### config.mk
export PLATFORM = sky130hd
export DESIGN_NAME = ttl_gate_exerciser
export DESIGN_NICKNAME = d
export VERILOG_FILES = /design/src/rtl/ttl_gate_exerciser_pkg.sv /design/src/rtl/ttl_gate_exerciser_vector_gen.sv /design/src/rtl/ttl_gate_exerciser.sv
export SDC_FILE = /design/constraint.sdc
export NUM_CORES = 1
export LEC_CHECK = 0
export CORE_MARGIN = 5
export CORE_UTILIZATION = 25
export CTS_CLUSTER_SIZE = 14
export DETAILED_ROUTE_END_ITERATION = 16
export HOLD_SLACK_MARGIN = 0.1
export MAX_ROUTING_LAYER = met4
export PLACE_DENSITY = 0.43
export SYNTH_ARGS = -nofsm -noshare
export SYNTH_HDL_FRONTEND = slang
export SYNTH_SLANG_ARGS = --single-unit
### constraint.sdc
create_clock -name clk -period 2.04 [get_ports clk]
set_clock_uncertainty 0.05 [all_clocks]
set_input_delay 0.204 -clock clk [delete_from_list [all_inputs] [get_ports clk]]
set_output_delay 0.204 -clock clk [all_outputs]
set_load 0.05 [all_outputs]
### src/rtl/ttl_gate_exerciser_pkg.sv
// Shared types and constants for the TTL gate exerciser: FSM states, result widths
// and the vector-count rule.
package ttl_gate_exerciser_pkg;

   typedef enum logic [2:0] {
      ST_IDLE   = 3'd0,
      ST_DRIVE  = 3'd1,
      ST_SETTLE = 3'd2,
      ST_SAMPLE = 3'd3,
      ST_DONE   = 3'd4
   } state_t;

   localparam int                FAIL_W   = 8;
   localparam logic [FAIL_W-1:0] FAIL_SAT = 8'hFF;
   localparam int                IDX_W    = 5;

   function automatic int num_vectors(input int width);
      return 2 * width + 2;
   endfunction

endpackage

### src/rtl/ttl_gate_exerciser_vector_gen.sv
// Combinational test-vector table: vector k has the low (k/2) bits set, except the
// final index which is an alternating pattern with bit0 set.
module ttl_vector_gen
   import ttl_gate_exerciser_pkg::*;
#(
   parameter int WIDTH = 6
) (
   input  logic [IDX_W-1:0] k_i,
   output logic [WIDTH-1:0] vec_o
);

   localparam logic [IDX_W-1:0] ALT_IDX = IDX_W'(2 * WIDTH + 1);

   logic [IDX_W-1:0] ones;

   // Clear-then-set of bit i leaves the low i (odd k) or i+1 (even k) bits set.
   always_comb begin
      vec_o = '0;
      ones  = k_i >> 1;
      if (k_i == ALT_IDX) begin
         for (int b = 0; b < WIDTH; b++) vec_o[b] = ((b % 2) == 0);
      end else begin
         for (int b = 0; b < WIDTH; b++) vec_o[b] = (IDX_W'(b) < ones);
      end
   end

endmodule

### src/rtl/ttl_gate_exerciser.sv
// Self-test engine for hex single-input gate packages: drive vector, settle, sample, compare.
// Each vector costs SETTLE_CYCLES+2 cycles; all outputs are registered.
module ttl_gate_exerciser
   import ttl_gate_exerciser_pkg::*;
#(
   parameter int WIDTH         = 6,
   parameter int SETTLE_CYCLES = 4,
   parameter bit EXPECT_INVERT = 1'b1
) (
   input  logic              clk,
   input  logic              reset,
   input  logic              start,
   output logic [WIDTH-1:0]  stim_out,
   input  logic [WIDTH-1:0]  resp_in,
   output logic              busy,
   output logic              done,
   output logic              pass,
   output logic [FAIL_W-1:0] fail_count,
   output logic [IDX_W-1:0]  first_fail_index,
   output logic [WIDTH-1:0]  first_fail_resp
);

   localparam int               NUM_VEC  = num_vectors(WIDTH);
   localparam logic [IDX_W-1:0] LAST_IDX = IDX_W'(NUM_VEC - 1);
   localparam int               CNT_W    = (SETTLE_CYCLES > 1) ? $clog2(SETTLE_CYCLES) : 1;

   state_t              state_q, state_d;
   logic [IDX_W-1:0]    k_q, k_d;
   logic [CNT_W-1:0]    cnt_q, cnt_d;
   logic [WIDTH-1:0]    stim_q, stim_d;
   logic                busy_q, busy_d;
   logic                done_q, done_d;
   logic                pass_q, pass_d;
   logic [FAIL_W-1:0]   fail_q, fail_d;
   logic [IDX_W-1:0]    ffi_q, ffi_d;
   logic [WIDTH-1:0]    ffr_q, ffr_d;

   logic [WIDTH-1:0]    vec;
   logic [WIDTH-1:0]    expected;
   logic                mismatch;

   ttl_vector_gen #(.WIDTH(WIDTH)) u_vec (
      .k_i   (k_q),
      .vec_o (vec)
   );

   always_ff @(posedge clk) begin
      if (reset) begin
         state_q <= ST_IDLE;
         k_q     <= '0;
         cnt_q   <= '0;
         stim_q  <= '0;
         busy_q  <= 1'b0;
         done_q  <= 1'b0;
         pass_q  <= 1'b0;
         fail_q  <= '0;
         ffi_q   <= '0;
         ffr_q   <= '0;
      end else begin
         state_q <= state_d;
         k_q     <= k_d;
         cnt_q   <= cnt_d;
         stim_q  <= stim_d;
         busy_q  <= busy_d;
         done_q  <= done_d;
         pass_q  <= pass_d;
         fail_q  <= fail_d;
         ffi_q   <= ffi_d;
         ffr_q   <= ffr_d;
      end
   end

   always_comb begin
      state_d  = state_q;
      k_d      = k_q;
      cnt_d    = cnt_q;
      stim_d   = stim_q;
      busy_d   = busy_q;
      done_d   = done_q;
      pass_d   = pass_q;
      fail_d   = fail_q;
      ffi_d    = ffi_q;
      ffr_d    = ffr_q;
      // stim_q still holds vector(k) while sampling; X/Z on resp_in counts as a miss.
      expected = EXPECT_INVERT ? ~stim_q : stim_q;
      mismatch = (resp_in !== expected);

      case (state_q)
         ST_IDLE, ST_DONE: begin
            if (start) begin
               state_d = ST_DRIVE;
               k_d     = '0;
               fail_d  = '0;
               ffi_d   = '0;
               ffr_d   = '0;
               done_d  = 1'b0;
               pass_d  = 1'b0;
               busy_d  = 1'b1;
            end
         end
         ST_DRIVE: begin
            stim_d  = vec;
            cnt_d   = CNT_W'(SETTLE_CYCLES - 1);
            state_d = ST_SETTLE;
         end
         ST_SETTLE: begin
            if (cnt_q == '0) state_d = ST_SAMPLE;
            else             cnt_d   = cnt_q - CNT_W'(1);
         end
         ST_SAMPLE: begin
            if (mismatch) begin
               if (fail_q != FAIL_SAT) fail_d = fail_q + FAIL_W'(1);
               if (fail_q == '0) begin
                  ffi_d = k_q;
                  ffr_d = resp_in;
               end
            end
            if (k_q == LAST_IDX) begin
               state_d = ST_DONE;
               busy_d  = 1'b0;
               done_d  = 1'b1;
               pass_d  = (fail_d == '0);
            end else begin
               k_d     = k_q + IDX_W'(1);
               state_d = ST_DRIVE;
            end
         end
         default: state_d = ST_IDLE;
      endcase
   end

   assign stim_out         = stim_q;
   assign busy             = busy_q;
   assign done             = done_q;
   assign pass             = pass_q;
   assign fail_count       = fail_q;
   assign first_fail_index = ffi_q;
   assign first_fail_resp  = ffr_q;

endmodule

After elaboration in Yosys (flattened, before gate mapping)

Cells that the tools add are included.

Muxes and demuxes: 30
Add/sub/neg operators: 3
Magnitude comparators: 6
Reduce and logical (&&, ||, !) cells: 13
Bitwise operators: 1
Equality and inequality tests: 14

Operators by type and width:

| cell                  | count |
|---|---|
| $mux W8               | 4 |
| $mux W6               | 4 |
| $mux W5               | 4 |
| $pmux W5 S2           | 2 |
| $logic_not A8 Y1      | 2 |
| $pmux W8 S2           | 1 |
| $ne A2 B2 Y1 const B  | 7 |
| $pmux W3 S4           | 1 |
| $pmux W6 S2           | 1 |
| $mux W3               | 3 |
| $add A8 B1 Y8 const B | 1 |
| $lt A1 B4 Y1 const A  | 2 |
| $lt A2 B4 Y1 const A  | 2 |
| $lt A3 B4 Y1 const A  | 2 |
| $ne A8 B8 Y1 const B  | 1 |
| $eq A3 B2 Y1 const B  | 2 |
| $nex A6 B6 Y1         | 1 |
| $not A6 Y6            | 1 |
| $pmux W1 S2           | 3 |
| $reduce_and A2 Y1     | 3 |
| $reduce_and A3 Y1     | 2 |
| $add A5 B1 Y5 const B | 1 |
| $eq A5 B4 Y1 const B  | 1 |
| $mux W1               | 5 |
| other kinds (10)      | 11 |

Output and inout port bits: 28
Register bits after elaboration: 38
Input port bits: 9
Word-level logic and storage cells: 77

Logic depth before layout (Yosys ltp)

Depth after elaboration: 7
Gate-level depth with buffers: 9
Depth with buffers taken out: 8

By module

From an unflattened synthesis, not the netlist that was laid out.

Cell total of the unflattened synthesis: 251
Area total of the unflattened synthesis: 2104.5 um^2

By module, submodules not included:

| module             | area an instance (um^2) | seq. area each (um^2) | times used | cells each |
|---|---|---|---|---|
| ttl_gate_exerciser | 2021.9                  | 760.7                 | 1          | 240 |
| ttl_vector_gen     | 82.6                    | 0.0                   | 1          | 11 |

Least setup slack after synthesis

OpenSTA, ideal clock, no wires.

Path type: reg2reg
Start point: reg fail_q[0] (netlist: fail_count[0])
End point: reg ffi_q[0] (netlist: first_fail_index[0])
Clock period less this slack: 2.242 ns
Cell stages (with the launch flop): 10
Library setup time: 0.116 ns
Required time: 1.874 ns
Path slack: -0.202 ns
Path buffers: 1
Arrival time: 2.076 ns
Cells stage by stage: dfxtp_1 > inv_1 > ha_1 > or4b_4 > nor4_2 > o21ai_1 > a21oi_2 > buf_6 > nor3b_1 > a41o_1

Word-level cells in the longest chain between the ends: 3

RTL lines:

| element                     | RTL line                  | text |
|---|---|---|
| from (decl)                 | ttl_gate_exerciser.sv:34  | `logic [FAIL_W-1:0] fail_q, fail_d;` |
| from (signal assigned)      | ttl_gate_exerciser.sv:67  | `fail_q <= fail_d;` |
| $logic_not A8 Y1            | ttl_gate_exerciser.sv:113 | `if (fail_q == '0) begin` |
| $ne A2 B2 Y1 (no line)      | -                         |  |
| $reduce_and A4 Y1 (no line) | -                         |  |
| to (signal assigned)        | ttl_gate_exerciser.sv:68  | `ffi_q <= ffi_d;` |
| to (decl)                   | ttl_gate_exerciser.sv:35  | `logic [IDX_W-1:0] ffi_q, ffi_d;` |

No other way between the ends.
A chain may end at the register's enable or synchronous reset.

Worst setup path in the final report

Start point: reg fail_q[0] (netlist: fail_count[0])
End point: reg ffr_q[5] (netlist: first_fail_resp[5])

Word-level cells in the longest chain between the ends: 3

RTL lines:

| element                     | RTL line                  | text |
|---|---|---|
| $logic_not A8 Y1            | ttl_gate_exerciser.sv:113 |  |
| $ne A2 B2 Y1 (no line)      | -                         |  |
| $reduce_and A4 Y1 (no line) | -                         |  |
| to (signal assigned)        | ttl_gate_exerciser.sv:69  | `ffr_q <= ffr_d;` |
| to (decl)                   | ttl_gate_exerciser.sv:36  | `logic [WIDTH-1:0] ffr_q, ffr_d;` |

No other way between the ends.

==> impl_metrics.ini <==
[sta]
tightest_slew_ns = 0.506
setup_viol = 0
finalCriticalPeriod_ns = 2.03
max_freq_mhz = 492
maxSlewViolCount = 0
rsz0062_at_grt = yes
hold_viol = 0
slew-limit-headroom_pct = 66.2
finalSetupTns_ns = 0
fin_ws_ns = 0.00900
fin_crit_sh_pct = 99.6

[global_routing]
grt_usage_pct = 12.4
grt_pass1_wl_um = 9660
grt_overflow = 0
grt_max_degree = 34
antenna_found_initial = 0
grt_pass1_vias = 1839

[synthesis]
synth.distinct_cells = 45
ys.warnings.count = 0
synth_area_mm2 = 0.00202
synthTopCellsByArea = dfxtp_1 38%, a41o_1 5.0%, xor2_1 4.8%
synth_seq_cells = 38
synth_enable_flop_cells = 0
synth_top_area_cell = dfxtp_1
yosysSeqAreaShare_pct = 37.6
synth.top_cell.area_share_pct = 37.6
synth_nets = 252
ys.flop_type = dfxtp_1
synth_common_cells = 38 x dfxtp_1, 24 x nor2_1, 18 x nand2_1
syn_avg_cell_area_um2 = 8.50
async_flop_share_pct = 0
yosysMostFrequentCell = dfxtp_1
synth_cells = 238

[critical_path]
rrSetupSlack_ns = 0.009
crit_arrival_ns = 2.17
criticalPathCategory = reg -> reg
cp-start-kind = flop
cp_slowest_cell = or4b_4
timing.rr.start = fail_count[0]
end_kind = flop
cp_max_fo = 20
path_buf_inv = 2
crit_path_start = fail_count[0]
crit_end = first_fail_resp[5]
reg2reg_depth = 9
critPathMaxStageDelay_ns = 0.46
worstReg2RegEnd = first_fail_resp[5]
path_cells = inv_2 > ha_1 > or4b_4 > nor4_4 > o21ai_1 > a21oi_2 > buf_12 > nor3b_1 > a41o_1
crit_family = simple AND/OR/NAND/NOR gates
cp.depth = 9
worstPathRequired_ns = 2.18

[power_and_ir_drop]
power_density_mw_per_mm2 = 673
switchingPower_mw = 0.598
leakage_nw = 1.09
pwr-share-seq_pct = 43.8
p_comb_share_pct = 25.7
vdd_drop_max_v = 0.000256
switching_share_pct = 32.6
power.internal_mw = 1.24
fin_total_pwr_mw = 1.83
p_clk_share_pct = 30.5

[die]
initial_core_util_pct = 25.9
core_area_mm2 = 0.00781
die_y_um = 99.9
row_count = 32
die_x_um = 99.9
ios = 37
die-area_mm2 = 0.00999

[cts]
cts_tree = yes
cts-buffers-inserted = 5
cts_sinks = 38
cts_buffer_depth = 2
post-cts-setup-buffers = 0
cts-hold-fix-buffers = 0
insertion_delay_ns = 0.30
h-tree-depth = 2
ctsRootBufferMaster = clkbuf_8
clk_pin_slew_ns = 0.08

[cells_and_area]
drive_gt1_share_pct = 16.6
final_cells = 392
synthToLayoutAreaGrowth_pct = 34.7
fin_nets = 303
antenna_cells = 0

[placement]
dp_hpwl_um = 4190
port_buffers = 36
place_ws_ns = -0.149
dp_cells = 384
gp_congestion = 0.810

[hold_path]
hold_path.class = reg -> reg

[route]
drtPass1Iterations = 4
vias = 1913
ant_nets = 0
drc = 0
viasPerCell = 4.88
wirelength_um = 5820
drtIter0Drc = 85
routedWlPerCell_um = 14.9

[flow_run]
maxCapViolCount = 0

[run_status]
status = finished, final reports clean
[registers in the layout (all words and copies together), names as in the netlist]
name,flops
first_fail_resp,6
first_fail_index,5
k_q,5
state_q,3
done,1
stim_out,6
fail_count,8
cnt_q,2
busy,1
pass,1
[power groups by stage]
| stage | Combinational [mW] | Sequential (mW) | Clock, mW |
|---|---|---|---|
| 2_1_floorplan | 0.251 | 0.876 | 0 |
| 3_5_place_dp | 0.472 | 0.821 | 0 |
| 4_1_cts | 0.475 | 0.803 | 0.583 |
| 3_3_place_gp | 0.474 | 0.821 | 0 |
| 6_report | 0.472 | 0.802 | 0.560 |
| 5_1_grt | 0.520 | 0.808 | 0.618 |
[layout by cell type (no fill, tap or decap), drive strengths merged, types with 3 or more instances in the layout]
| cell type | count |
|---|---|
| dfxtp | 38 |
| clkdlybuf4s50 | 36 |
| buf | 27 |
| nor2 | 24 |
| nand2 | 18 |
| a21oi | 17 |
| o21ai | 13 |
| nor3b | 12 |
| xor2 | 11 |
| a41o | 10 |
| nor3 | 10 |
| inv | 8 |
| nand4 | 6 |
| clkbuf | 6 |
| ha | 5 |
| a311oi | 4 |
| nand3 | 4 |
| nand3b | 3 |
| o22ai | 3 |
| a211oi | 3 |
| a21o | 3 |
| a31oi | 3 |
[logic make-up (layout without fill, tap and decap cells)]
family                     count (synthesis)  in the layout  synth area share, %
xor gates and xnor gates                  12             12                 5.20
adders and majority gates                  5              5                 3.09
muxes                                      3              3                 1.61
and+or+nand+nor                           90             90                 24.0
AOI/OAI and AO/OA                         63             63                 21.2
buffers and inverters                     27             79                 7.30
DFF                                       38             38                 37.6
[layer usage]
metal	up-vias	part of all wire (%)	GRT usage, %
met5	-	0	-
met4	0	2.0	4.52
met3	12	3.2	2.15
met2	37	47	19.1
met1	897	48	16.4
li1	967	-	-
[per-stage QoR]
stage / cell area, um2 / utilization [%] / hold slack [ns]
3_5_place_dp: 2620 / 33.6 / 0.396
2_1_floorplan: 2030 / - / 0.306
3_3_place_gp: 2620 / 33.6 / 0.394
4_1_cts: 2720 / 34.9 / 0.408
6_report: 2720 / 34.9 / 0.405
5_1_grt: 2720 / 34.9 / 0.436
[layout make-up]
cell class | instances | area, um2
Clock buffer | 6 | 82.6
Clock inverter | 2 | 12.5
Fill cell | 827 | 5080
Inverter | 8 | 30.0
Multi-Input combinational cell | 173 | 1120
Sequential cell | 38 | 773
Tap cell | 102 | 128
Timing Repair Buffer | 63 | 576
[worst min-delay path, delay by kind of cell, from the launching register on]
kind,cells,cell delay (ns)
flops,1,0.31
simple gates,1,0.05
compound gates,1,0.05
[how the worst min path moves through the flow]
stage / cells after the start / end / start
floorplan: 1 / first_fail_resp[0] / resp_in[0]
global placement: 2 / done / done
detailed placement: 2 / done / done
CTS: 2 / done / done
global route: 2 / busy / busy
finish: 2 / done / done
[repair_timing]
action                                  in CTS  in global routing
cloned                                       0                  0
gates resized for setup                      1                  0
endpoints found under the setup margin      11                 11
No activity file was read; power rests on OpenSTA's default activity.
